--- config.mk ---
export PLATFORM = sky130hd
export DESIGN_NAME = jtkicker_pal_loader
export DESIGN_NICKNAME = d
export VERILOG_FILES = /design/src/rtl/jtkicker_pal_pkg.sv /design/src/rtl/jtkicker_pal_latch.sv /design/src/rtl/jtkicker_pal_loader.sv
export SDC_FILE = /design/constraint.sdc
export NUM_CORES = 1
export LEC_CHECK = 0
export ABC_AREA = 1
export CAP_MARGIN = 20
export CORE_UTILIZATION = 42
export CTS_BUF_LIST = sky130_fd_sc_hd__clkbuf_16
export DETAILED_ROUTE_END_ITERATION = 12
export PLACE_DENSITY = 0.71
export RECOVER_POWER = 25
export SYNTH_ARGS = -nofsm -noshare
export SYNTH_HDL_FRONTEND = slang
export SYNTH_SLANG_ARGS = --single-unit
--- constraint.sdc ---
create_clock -name clk -period 3.9 [get_ports clk]
set_input_delay 0.39 -clock clk [delete_from_list [all_inputs] [get_ports clk]]
set_output_delay 0.39 -clock clk [all_outputs]
set_load 0.01 [all_outputs]
--- src/rtl/jtkicker_pal_pkg.sv ---
`default_nettype none
// ============================================================================
// Module      : jtkicker_pal_pkg
// Description : Shared types, bank codes and helpers for the palette loader.
// Revision    : 1.0 - initial release
// ============================================================================
package jtkicker_pal_pkg;

  // Loader sequencing states
  typedef enum logic [1:0] {
    IDLE  = 2'd0,
    WRITE = 2'd1,
    HOLD  = 2'd2
  } state_e;

  // Colour PROM selected by the two top download-address bits
  localparam logic [1:0] BANK_R   = 2'd0;
  localparam logic [1:0] BANK_G   = 2'd1;
  localparam logic [1:0] BANK_B   = 2'd2;
  localparam logic [1:0] BANK_INV = 2'd3;

  // Number of PROM writes that make up a complete palette download
  function automatic int unsigned prom_total(input int unsigned aw);
    return 3 * (32'd1 << aw);
  endfunction

  // One-hot {B,G,R} write enable for a bank; the invalid bank enables nothing
  function automatic logic [2:0] bank_onehot(input logic [1:0] bank);
    case (bank)
      BANK_R:  return 3'b001;
      BANK_G:  return 3'b010;
      BANK_B:  return 3'b100;
      default: return 3'b000;
    endcase
  endfunction

endpackage
`default_nettype wire

--- src/rtl/jtkicker_pal_latch.sv ---
`default_nettype none
// ============================================================================
// Module      : jtkicker_pal_latch
// Description : CPU palette-bank shadow register with optional transfer to
//               the colour mixer at the start of vertical blank.
// Revision    : 1.0 - initial release
// ============================================================================
module jtkicker_pal_latch #(
  parameter int SYNC_PAL = 1
) (
  input  logic       clk,
  input  logic       rst_n,
  input  logic [3:0] cpu_pal_sel_i,
  input  logic       cpu_pal_we_i,
  input  logic       LVBL_i,
  output logic [3:0] pal_sel_o
);

  if (SYNC_PAL != 0) begin : g_sync
    logic [3:0] shadow_q;
    logic       lvbl_q;
    logic [3:0] pal_q;

    // Shadow the CPU value and hand it over on the LVBL 1->0 transition; a CPU
    // write on that same edge lands in the shadow and waits for the next frame
    always_ff @(posedge clk or negedge rst_n) begin
      if (!rst_n) begin
        shadow_q <= 4'd0;
        lvbl_q   <= 1'b0;
        pal_q    <= 4'd0;
      end else begin
        lvbl_q <= LVBL_i;
        if (cpu_pal_we_i) shadow_q <= cpu_pal_sel_i;
        if (lvbl_q && !LVBL_i) pal_q <= shadow_q;
      end
    end

    assign pal_sel_o = pal_q;
  end else begin : g_async
    logic [3:0] pal_q;
    logic       w_unused_lvbl;

    assign w_unused_lvbl = LVBL_i;

    // Without frame sync the CPU value goes straight through one cycle later
    always_ff @(posedge clk or negedge rst_n) begin
      if (!rst_n) pal_q <= 4'd0;
      else if (cpu_pal_we_i) pal_q <= cpu_pal_sel_i;
    end

    assign pal_sel_o = pal_q;
  end

endmodule
`default_nettype wire

--- src/rtl/jtkicker_pal_loader.sv ---
`default_nettype none
// ============================================================================
// Module      : jtkicker_pal_loader
// Description : Routes ROM-download bytes into the R/G/B colour PROMs, counts
//               the writes of a palette download and owns the palette bank.
// Revision    : 1.0 - initial release
// ============================================================================
module jtkicker_pal_loader
  import jtkicker_pal_pkg::*;
#(
  parameter int WR_CYC   = 2,
  parameter int PROM_AW  = 8,
  parameter int SYNC_PAL = 1
) (
  input  logic               clk,
  input  logic               rst_n,
  input  logic               dl_start_i,
  input  logic               dl_valid_i,
  output logic               dl_ready_o,
  input  logic [PROM_AW+1:0] dl_addr_i,
  input  logic [7:0]         dl_data_i,
  input  logic [3:0]         cpu_pal_sel_i,
  input  logic               cpu_pal_we_i,
  input  logic               LVBL_i,
  output logic [3:0]         pal_sel_o,
  output logic [PROM_AW-1:0] prog_addr_o,
  output logic [3:0]         prog_data_o,
  output logic [2:0]         prog_en_o,
  output logic               busy_o,
  output logic               done_o,
  output logic               err_o
);

  localparam int             CNT_W = PROM_AW + 2;
  localparam logic [CNT_W-1:0] TOTAL = CNT_W'(prom_total(PROM_AW));

  state_e               state_q;
  logic [2:0]           wr_cnt_q;
  logic                 dl_ready_q;
  logic [PROM_AW-1:0]   prog_addr_q;
  logic [3:0]           prog_data_q;
  logic [2:0]           prog_en_q;

  logic [CNT_W-1:0]     count_q, count_d;
  logic                 done_q, done_d;
  logic                 busy_q, busy_d;
  logic                 err_q, err_d;

  logic                 w_accept;
  logic [1:0]           w_bank;
  logic                 w_unused_hi;

  assign w_accept    = dl_valid_i & dl_ready_q;
  assign w_bank      = dl_addr_i[PROM_AW+1:PROM_AW];
  assign w_unused_hi = ^dl_data_i[7:4];

  // Write sequencer: latch on accept, hold prog_en for WR_CYC cycles, one idle
  // HOLD cycle, then re-open dl_ready; invalid-bank bytes skip the write
  always_ff @(posedge clk or negedge rst_n) begin
    if (!rst_n) begin
      state_q     <= IDLE;
      wr_cnt_q    <= 3'd0;
      dl_ready_q  <= 1'b0;
      prog_addr_q <= '0;
      prog_data_q <= 4'd0;
      prog_en_q   <= 3'b000;
    end else begin
      case (state_q)
        IDLE: begin
          if (w_accept) begin
            prog_addr_q <= dl_addr_i[PROM_AW-1:0];
            prog_data_q <= dl_data_i[3:0];
            dl_ready_q  <= 1'b0;
            if (w_bank == BANK_INV) begin
              state_q   <= HOLD;
              prog_en_q <= 3'b000;
            end else begin
              state_q   <= WRITE;
              prog_en_q <= bank_onehot(w_bank);
              wr_cnt_q  <= 3'(WR_CYC - 1);
            end
          end else begin
            dl_ready_q <= 1'b1;
          end
        end
        WRITE: begin
          if (wr_cnt_q == 3'd0) begin
            state_q   <= HOLD;
            prog_en_q <= 3'b000;
          end else begin
            wr_cnt_q <= wr_cnt_q - 3'd1;
          end
        end
        HOLD: begin
          state_q    <= IDLE;
          dl_ready_q <= 1'b1;
        end
        default: begin
          state_q    <= IDLE;
          dl_ready_q <= 1'b0;
          prog_en_q  <= 3'b000;
        end
      endcase
    end
  end

  // Download bookkeeping: dl_start clears first so a coincident byte still
  // counts; done is raised once the final counted write has left HOLD
  always_comb begin
    logic [CNT_W-1:0] count_base;
    logic             done_base;
    logic             busy_base;
    logic             err_base;

    count_base = dl_start_i ? '0   : count_q;
    done_base  = dl_start_i ? 1'b0 : done_q;
    busy_base  = dl_start_i ? 1'b0 : busy_q;
    err_base   = dl_start_i ? 1'b0 : err_q;

    count_d = count_base;
    err_d   = err_base;
    if (w_accept) begin
      if (w_bank == BANK_INV) err_d = 1'b1;
      else if (count_base != TOTAL) count_d = count_base + CNT_W'(1);
    end

    done_d = done_base | ((state_q == HOLD) && (count_base == TOTAL));
    // Any byte accepted while a download is incomplete marks it in progress
    busy_d = (busy_base | (w_accept & ~done_base)) & ~done_d;
  end

  // Register the bookkeeping state
  always_ff @(posedge clk or negedge rst_n) begin
    if (!rst_n) begin
      count_q <= '0;
      done_q  <= 1'b0;
      busy_q  <= 1'b0;
      err_q   <= 1'b0;
    end else begin
      count_q <= count_d;
      done_q  <= done_d;
      busy_q  <= busy_d;
      err_q   <= err_d;
    end
  end

  jtkicker_pal_latch #(
    .SYNC_PAL (SYNC_PAL)
  ) u_latch (
    .clk           (clk),
    .rst_n         (rst_n),
    .cpu_pal_sel_i (cpu_pal_sel_i),
    .cpu_pal_we_i  (cpu_pal_we_i),
    .LVBL_i        (LVBL_i),
    .pal_sel_o     (pal_sel_o)
  );

  assign dl_ready_o  = dl_ready_q;
  assign prog_addr_o = prog_addr_q;
  assign prog_data_o = prog_data_q;
  assign prog_en_o   = prog_en_q;
  assign busy_o      = busy_q;
  assign done_o      = done_q;
  assign err_o       = err_q;

endmodule
`default_nettype wire

# [Word-level counts from Yosys, hierarchy flattened]
# Cells that the tools add are included.
# W data, S select, Z words.
[word_totals] regBits=43 out_inout_bits=23 wordCells=69 input_bits=28
[op_classes] reduce_logical=11 n_eq_ne=11 n_bitwise=8 mux=24 n_addsub=2
[op_table] operator="$mux W10" n=4
[op_table] operator="$mux W3" n=6
[op_table] operator="$pmux W3 S3" n=2
[op_table] operator="$add A10 B1 Y10 const B" n=1
[op_table] operator="$eq A10 B10 Y1 const B" n=1
[op_table] operator="$ne A10 B10 Y1 const B" n=1
[op_table] operator="$ne A2 B2 Y1 const B" n=4
[op_table] operator="$eq A2 B2 Y1 const B" n=3
[op_table] operator="$mux W1" n=6
[op_table] operator="$mux W2" n=3
[op_table] operator="$pmux W3 S2" n=1
[op_table] operator="$eq A2 B1 Y1 const B" n=2
[op_table] operator="$logic_not A2 Y1" n=2
[op_table] operator="$pmux W2 S2" n=1
[op_table] operator="$reduce_and A2 Y1" n=2
[op_table] operator="$reduce_and A4 Y1" n=1
[op_table] operator="$and A1 B1 Y1" n=3
[op_table] operator="$logic_not A3 Y1" n=1
[op_table] operator="$not A1 Y1" n=3
[op_table] operator="$pmux W1 S3" n=1
[op_table] operator="$reduce_and A3 Y1" n=1
[op_table] operator="$sub A3 B1 Y3 const B" n=1
[op_table] operator="$logic_and A1 B1 Y1" n=2
[op_table] operator="$or A1 B1 Y1" n=2
[op_table] operator="2 further kinds" n=2

# [Depth between registers and ports, before layout]
# Gate-level depths: netlist (run 1).
[depth] word_depth=6 depth_mapped=9

# [Modules after synthesis]
# Synthesis (run 1) repeated with hierarchy kept, for this count alone.
[unflattened] cells_unflattened=207 area_unflattened_um2=2063.2
[modules_own_cells] module="jtkicker_pal_loader" seq_area_each_um2=850.8 area_per_inst_um2=1727.9 cells_per_inst=172 n_inst=1
[modules_own_cells] module="jtkicker_pal_latch" seq_area_each_um2=225.2 area_per_inst_um2=335.3 cells_per_inst=35 n_inst=1

# [Worst setup path before layout (run 1)]
# Ideal clock, no wire load.
[synth_path] kind="register to register" startpoint="register wr_cnt_q[0]" endpoint="register wr_cnt_q[2]" setup_slack_ns=2.638 setup_time_ns=0.127 stages_incl_launch_ff=8 path_buffers=0 arrival_ns=1.135 synth_period_minus_slack_ns=1.262 path_cell_list="dfrtp_1 inv_1 ha_1 ha_1 nor2_1 inv_1 o21ai_2 o21ai_0"
[synth_between] elab_chain_cells=3 word_cells_on_any_way=6 classes_between="1 x add/sub; 1 x eq/ne; 2 x mux; 2 x reduce/logical"
[synth_rtl] item="start: declaration" line="jtkicker_pal_loader.sv:38" text="logic [2:0] wr_cnt_q;"
[synth_rtl] item="start signal: assignment" line="jtkicker_pal_loader.sv:80" text="wr_cnt_q <= 3'(WR_CYC - 1);"
[synth_rtl] item="start signal: assignment" line="jtkicker_pal_loader.sv:91" text="wr_cnt_q <= wr_cnt_q - 3'd1;"
[synth_rtl] item="$sub A3 B1 Y3 or $logic_not A3 Y1 (tied branches)" line="jtkicker_pal_loader.sv:91, jtkicker_pal_loader.sv:87"
[synth_rtl] item="$mux W3 or $ne A2 B2 Y1 (tied branches)"
[synth_rtl] item="$pmux W3 S2 or $reduce_and A4 Y1 (tied branches)"
# Several ways; a longest one is shown, not always the timed one. The select of a mux whose other input is x is not followed.
# A chain may end at the register's enable or synchronous reset.

==> flow_summary_export.csv, run 1 <==
group,metric,value,unit
die,rows,24,
clocking,htreeDepth,2,
die,dieHeight,70.2,um
die,ios,51,
worst_setup_path,path_depth,1,
worst_hold_path,min-delay-start,"prog_addr_o[2]",
clocking,cts_setup_buffers,0,
synth,syn_area,1950,um2
run_status,violations,"max-capacitance violations, max-slew violations",
clocking,cts_tree,"built",
routing,route.met2.wl,1.65,mm
die,die_w,70.2,um
synth,synth-seq-cells,43,
global_routing,grt_max_degree,44,
power_and_ir_drop,ir_drop,0.000335,V
clocking,clk_latency,0.28,ns
global_routing,antenna_found_initial,0,
power_and_ir_drop,power,0.00157,W
synth,synthCells,225,
worst_setup_path,end_kind,"asynchronous set/reset pin",
worst_setup_path,cpPeakStageDelay,1.56,ns
worst_setup_path,r2r-end,"prog_addr_o[7]",
routing,ant_nets,0,
routing,via_per_inst,4.68,
worst_hold_path,hold_end,"prog_addr_o[2]",
worst_setup_path,slowest_stage,"clkbuf_1",
timing,tightest_slew,2.23,ns
final_layout,fin_nets,306,
routing,dr.pass1.iters,4,
die,core_area,4410,um2
global_routing,grt_util_all_layers,17.1,%
power_and_ir_drop,power_density,604,nW/um2
timing,fmax,491,MHz
final_layout,n_fill_cell,390,
timing,setup_tns,0,ns
clocking,clk_path_buf_depth,2,
placement,detailedPlacementHpwl,2.57,mm
synth,synth_area_per_cell,8.69,um2
timing,drv_slew,44,
timing,fin_crit,2.04,ns
placement,dp_cells,321,
final_layout,final_cells,329,
worst_setup_path,path_class,"primary input to asynchronous set/reset pin",
worst_setup_path,path_max_fanout,43,
worst_setup_path,r2r_cells,6,
clocking,cts_resized,0,
clocking,clock-sinks,43,
worst_hold_path,hp-class,"register to register",
die,dieArea,4930,um2
placement,io_buffers,46,
final_layout,finish.utilization,59.0,%
synth,ys_types,28,
synth,synthTopCellsByArea,"dfrtp_1 (55%), nand2_1 (13%), inv_1 (5.4%)",
global_routing,grt_overflow,0,
routing,wl_per_cell,11.2,um
synth,synth_top_cell_by_area,"dfrtp_1",
power_and_ir_drop,power_leakage,1.27,nW
clocking,clk_pin_slew_worst_paths,0.06,ns
timing,skew,0.00237,ns
timing,finalHoldViolCount,0,
synth,yosysWarningCount,0,
placement,place_congestion,0.782,
routing,vias,1539,
clocking,ctsHoldBuffers,0,
final_layout,seq_area,1080,um2
final_layout,syn2layout_area_growth,33.2,%
routing,met1_length,1.78,mm
worst_setup_path,reg2reg_from,"dl_ready_o",
synth,yosysSeqAreaShare,55.1,%
die,start_util,44.3,%
worst_setup_path,critPathTopFamily,"buffers and inverters",
routing,met3WireLength,204,um
timing,rsz0062_at_grt,"no",
final_layout,multi_input_area,743,um2
synth,synth_nets,255,
global_routing,grt_pass1_vias,1521,
routing,routed.top_layer,"met4",
timing,fin_crit_sh,52.2,%
worst_setup_path,cp.required,3.84,ns
routing,drt_iter0_markers,85,
timing,relSlewSlack,-48.5,%
synth,synth_top_area_share,55.1,%
worst_setup_path,start_kind,"primary input",
routing,totalWireLength,3.68,mm
timing,setup_viol,0,
run_status,status,"finished, violations left",
final_layout,final_layout_size_suffix_gt1_share,9.75,%
worst_hold_path,whs_path_depth,2,
clocking,cts_buffers,5,
routing,drc,0,
final_layout,num_antenna_cells,0,
worst_setup_path,critPathBufInv,1,
worst_setup_path,cp.arrival,1.97,ns
worst_setup_path,cp_cell_sequence,"clkbuf_1",
global_routing,grt_pass1_wl,6.60,mm
clocking,cts_root_buf,"clkbuf_16",
flow_run,cap_violations,1,
worst_setup_path,r2r_slack,2.08,ns
-- layout by cell type (no fill, tap or decap), types with 5 or more instances in the layout --
| master | instances |
|---|---|
| a21oi_1 | 6 |
| clkbuf_16 | 5 |
| clkdlybuf4s50_1 | 43 |
| dfrtp_1 | 43 |
| inv_1 | 29 |
| nand2_1 | 67 |
| nand3_1 | 12 |
| nor2_1 | 21 |
| o21ai_0 | 14 |
-- flip-flops by register name, summed over array words and instances (netlist names) --
| signal | cells |
|---|---|
| state_q | 2 |
| dl_ready_o | 1 |
| count_q | 10 |
| u_latch.g_sync.lvbl_q | 1 |
| u_latch.pal_sel_o | 4 |
| prog_addr_o | 8 |
| done_o | 1 |
| wr_cnt_q | 3 |
| u_latch.g_sync.shadow_q | 4 |
| busy_o | 1 |
| err_o | 1 |
| prog_data_o | 4 |
| prog_en_o | 3 |
-- synthesized netlist by cell type (all sizes together) --
cell type / n
nand2: 72
dfrtp: 43
inv: 32
nor2: 26
o21ai: 16
nand3: 13
a21oi: 6
nor3: 4
buf: 2
ha: 2
nand3b: 2
nand4: 2
xor2: 2
mux2i: 1
o22ai: 1
xnor2: 1
-- how the worst max path moves through the flow --
| stage | start | to | slack [ns] |
|---|---|---|---|
| global placement | dl_valid_i | prog_addr_o[2] | 1.68 |
| global route | rst_n | count_q[5] | 1.37 |
| CTS | dl_valid_i | prog_addr_o[7] | 1.92 |
| finish | rst_n | u_latch.g_sync.shadow_q[2] | 1.86 |
| floorplan | wr_cnt_q[0] | wr_cnt_q[2] | 2.64 |
| detailed placement | dl_valid_i | prog_addr_o[7] | 1.67 |
-- logic make-up (layout without fill, tap and decap cells) --
kind of cell	count (synthesis)	in the layout	share of synthesized area, %
XOR/XNOR	3	3	1.34
AND/OR/NAND/NOR	119	119	28.6
multiplexers	1	1	0.512
flip-flops	43	43	55.1
adder cells (fa/ha/maj)	2	2	1.28
AO/OA/AOI/OAI	23	23	6.34
buffers and inverters	34	86	6.91
-- power breakdown --
part	internal (W)	switching, W	total [W]
logic	0.000262	0.000281	0.000543
clock network	0.000233	0.000163	0.000397
registers	0.000569	0.0000638	0.000632
total	0.00106	0.000508	0.00157
-- layout make-up --
cell class / count / area share [%]
timing repair buffer: 46 / 17.5
clock buffer: 5 / 4.81
tap: 52 / 2.50
clock inverter: 3 / 0.625
multi-input combinational: 148 / 28.6
sequential: 43 / 41.3
inverter: 32 / 4.71
-- layer usage --
| layer | up-vias | GRT usage [%] |
|---|---|---|
| met4 | 0 | 6.44 |
| met3 | 6 | 5.77 |
| li1 | 803 | - |
| met2 | 38 | 27.1 |
| met1 | 692 | 21.6 |
| met5 | - | 0 |
-- per-stage QoR --
stage                     cell area, um2  hold WS (ns)  worst slack, ns
final                               2600         0.480             1.86
after global routing                2600         0.515             1.37
after CTS                           2600         0.297             1.92
after detailed placement            2460         0.464             1.67
after global placement              2460         0.463             1.68
after floorplan                     1950        0.0944             2.64
Power figures use the tool's default switching activity.
==> run 2: changes to the inputs <==
==> constraint.sdc (replaced) <==
create_clock -name clk -period 1.97 [get_ports clk]
set_input_delay 0.197 -clock clk [delete_from_list [all_inputs] [get_ports clk]]
set_output_delay 0.197 -clock clk [all_outputs]
set_load 0.01 [all_outputs]
==> flow_summary_export.csv, run 2 (synthesis results as in run 1) <==
group,metric,value,unit
die,die_w,70.2,um
timing,setup_tns,0,ns
final_layout,seq_area,1080,um2
worst_setup_path,cp_cell_sequence,"clkdlybuf4s50_1, nor2_1, nand3_1, nor3_1, nand2_1, nand2_1, nand3_1",
power_and_ir_drop,power_density,1190,nW/um2
die,ios,51,
timing,fin_crit_sh,74.0,%
clocking,cts_resized,0,
power_and_ir_drop,p_sw_share,32.2,%
clocking,clk_path_buf_depth,2,
clocking,htreeDepth,2,
final_layout,fin_nets,309,
timing,relSlewSlack,31.3,%
timing,skew,0.00432,ns
final_layout,finish.utilization,59.5,%
global_routing,met1_usage,22.6,%
die,core_area,4410,um2
final_layout,regMostFlops,"count_q",
flow_run,cap_violations,0,
routing,via_per_inst,4.69,
worst_setup_path,cp.arrival,1.62,ns
final_layout,layout_commonest_cell,"nand2_1",
routing,drc,0,
worst_setup_path,path_class,"primary input to register",
run_status,status,"finished, final reports clean",
clocking,cts_setup_buffers,0,
final_layout,final_layout_size_suffix_gt1_share,10.7,%
final_layout,final_cell_mix,"nand2_1 (67), dfrtp_1 (43), clkdlybuf4s50_1 (43), inv_1 (29), nor2_1 (21)",
timing,finalHoldViolCount,0,
timing,tightest_slew,1.03,ns
clocking,ctsHoldBuffers,1,
power_and_ir_drop,power_leakage,1.28,nW
final_layout,num_antenna_cells,0,
global_routing,grt_util_all_layers,17.2,%
final_layout,largest_reg_flops,10,
power_and_ir_drop,p_seq_share,40.2,%
worst_setup_path,cpPeakStageDelay,0.58,ns
worst_hold_path,hp-class,"primary input to register",
clocking,clk_latency,0.28,ns
timing,fmax,686,MHz
global_routing,grt_pass1_vias,1551,
clocking,clock-sinks,43,
global_routing,top_usage_layer,"met2",
die,dieHeight,70.2,um
global_routing,met3_usage,4.33,%
clocking,cts_buffers,5,
final_layout,n_fill_cell,389,
global_routing,grt_max_degree,44,
timing,fin_crit,1.46,ns
routing,totalWireLength,3.58,mm
final_layout,syn2layout_area_growth,34.4,%
global_routing,use_met2,26.7,%
power_and_ir_drop,switchingPower,0.00100,W
die,rows,24,
power_and_ir_drop,ir_drop,0.000676,V
timing,setup_viol,0,
global_routing,grt_overflow,0,
clocking,clk_pin_slew_worst_paths,0.06,ns
routing,wl_per_cell,10.8,um
placement,place_congestion,0.792,
clocking,cts_root_buf,"clkbuf_16",
power_and_ir_drop,combPwrFrac,34.8,%
power_and_ir_drop,internal_power,0.00212,W
routing,vias,1556,
routing,ant_nets,0,
routing,dr.pass1.iters,4,
clocking,cts_tree,"built",
die,dieArea,4930,um2
placement,detailedPlacementHpwl,2.53,mm
power_and_ir_drop,p_clk_share,25.0,%
die,start_util,44.3,%
worst_setup_path,start_kind,"primary input",
routing,drt_iter0_markers,92,
timing,rsz0062_at_grt,"no",
worst_setup_path,path_max_fanout,7,
global_routing,grt_pass1_wl,6.69,mm
timing,drv_slew,0,
worst_setup_path,slowest_stage,"clkdlybuf4s50_1",
global_routing,antenna_found_initial,0,
final_layout,multi_input_area,743,um2
worst_setup_path,end_kind,"register",
placement,io_buffers,46,
worst_setup_path,cp.required,2.13,ns
==> run 2: cell count changes in the layout (fill, tap and decap cells not counted) <==
cell / before / now
clkbuf_2: 0 / 1
buf_2: 0 / 1
clkbuf_1: 1 / 0
dlygate4sd3_1: 2 / 3
buf_4: 0 / 1
==> run 2: worst paths after layout <==
| kind | from | slack (ns) | cells past startpoint | to |
|---|---|---|---|---|
| setup / recovery | dl_start_i | 0.51 | 7 | count_q[9] |
| hold / removal | dl_data_i[1] | 0.45 | 3 | prog_data_o[1] |
| setup reg to reg | state_q[0] | 0.54 | 5 | prog_data_o[3] |
| hold reg to reg | prog_addr_o[5] | 0.48 | 2 | prog_addr_o[5] |
| max in group asynchronous | rst_n | 0.63 | 3 | count_q[4] |
| min in group asynchronous | rst_n | 0.70 | 3 | err_o |
==> run 2: worst max-delay path: cells and delay by family <==
kind,cells,cell delay (ns)
buffers and inverters,1,0.58
AND/OR/NAND/NOR,6,0.84
==> run 2: metal layers <==
layer,wire [um],part of all wire [%]
met1,1750,49
met2,1590,44
met3,164,4.6
met4,76,2.1
met5,0,0
==> run 2: power by group through the flow <==
| stage | Combinational [W] | Clock, W | Sequential (W) |
|---|---|---|---|
| 3_5_place_dp | 0.00110 | 0 | 0.00127 |
| 6_report | 0.00109 | 0.000779 | 0.00126 |
| 4_1_cts | 0.00110 | 0.000804 | 0.00126 |
| 5_1_grt | 0.00124 | 0.000836 | 0.00129 |
| 2_1_floorplan | 0.000485 | 0 | 0.00134 |
| 3_3_place_gp | 0.00108 | 0 | 0.00127 |
==> run 2: layout make-up <==
type / instances / share of cell area, %
clock buffers: 5 / 4.76
clock inverters: 3 / 0.619
inverters: 32 / 4.67
multi-input cells: 148 / 28.3
flip-flops and latches: 43 / 41.0
well taps: 52 / 2.48
repair buffers: 49 / 18.2
==> run 2: stage by stage <==
| step | power, W | hold WS [ns] | worst slack [ns] | area (um2) | cells |
|---|---|---|---|---|---|
| floorplan | 0.00183 | -0.0986 | 0.708 | 1950 | 225 |
| global route | 0.00336 | 0.472 | 0.306 | 2630 | 332 |
| finish | 0.00312 | 0.448 | 0.512 | 2630 | 332 |
| global placement | 0.00235 | 0.302 | 0.232 | 2480 | 323 |
| detailed placement | 0.00237 | 0.303 | 0.239 | 2480 | 323 |
| CTS | 0.00317 | 0.389 | 0.521 | 2630 | 332 |
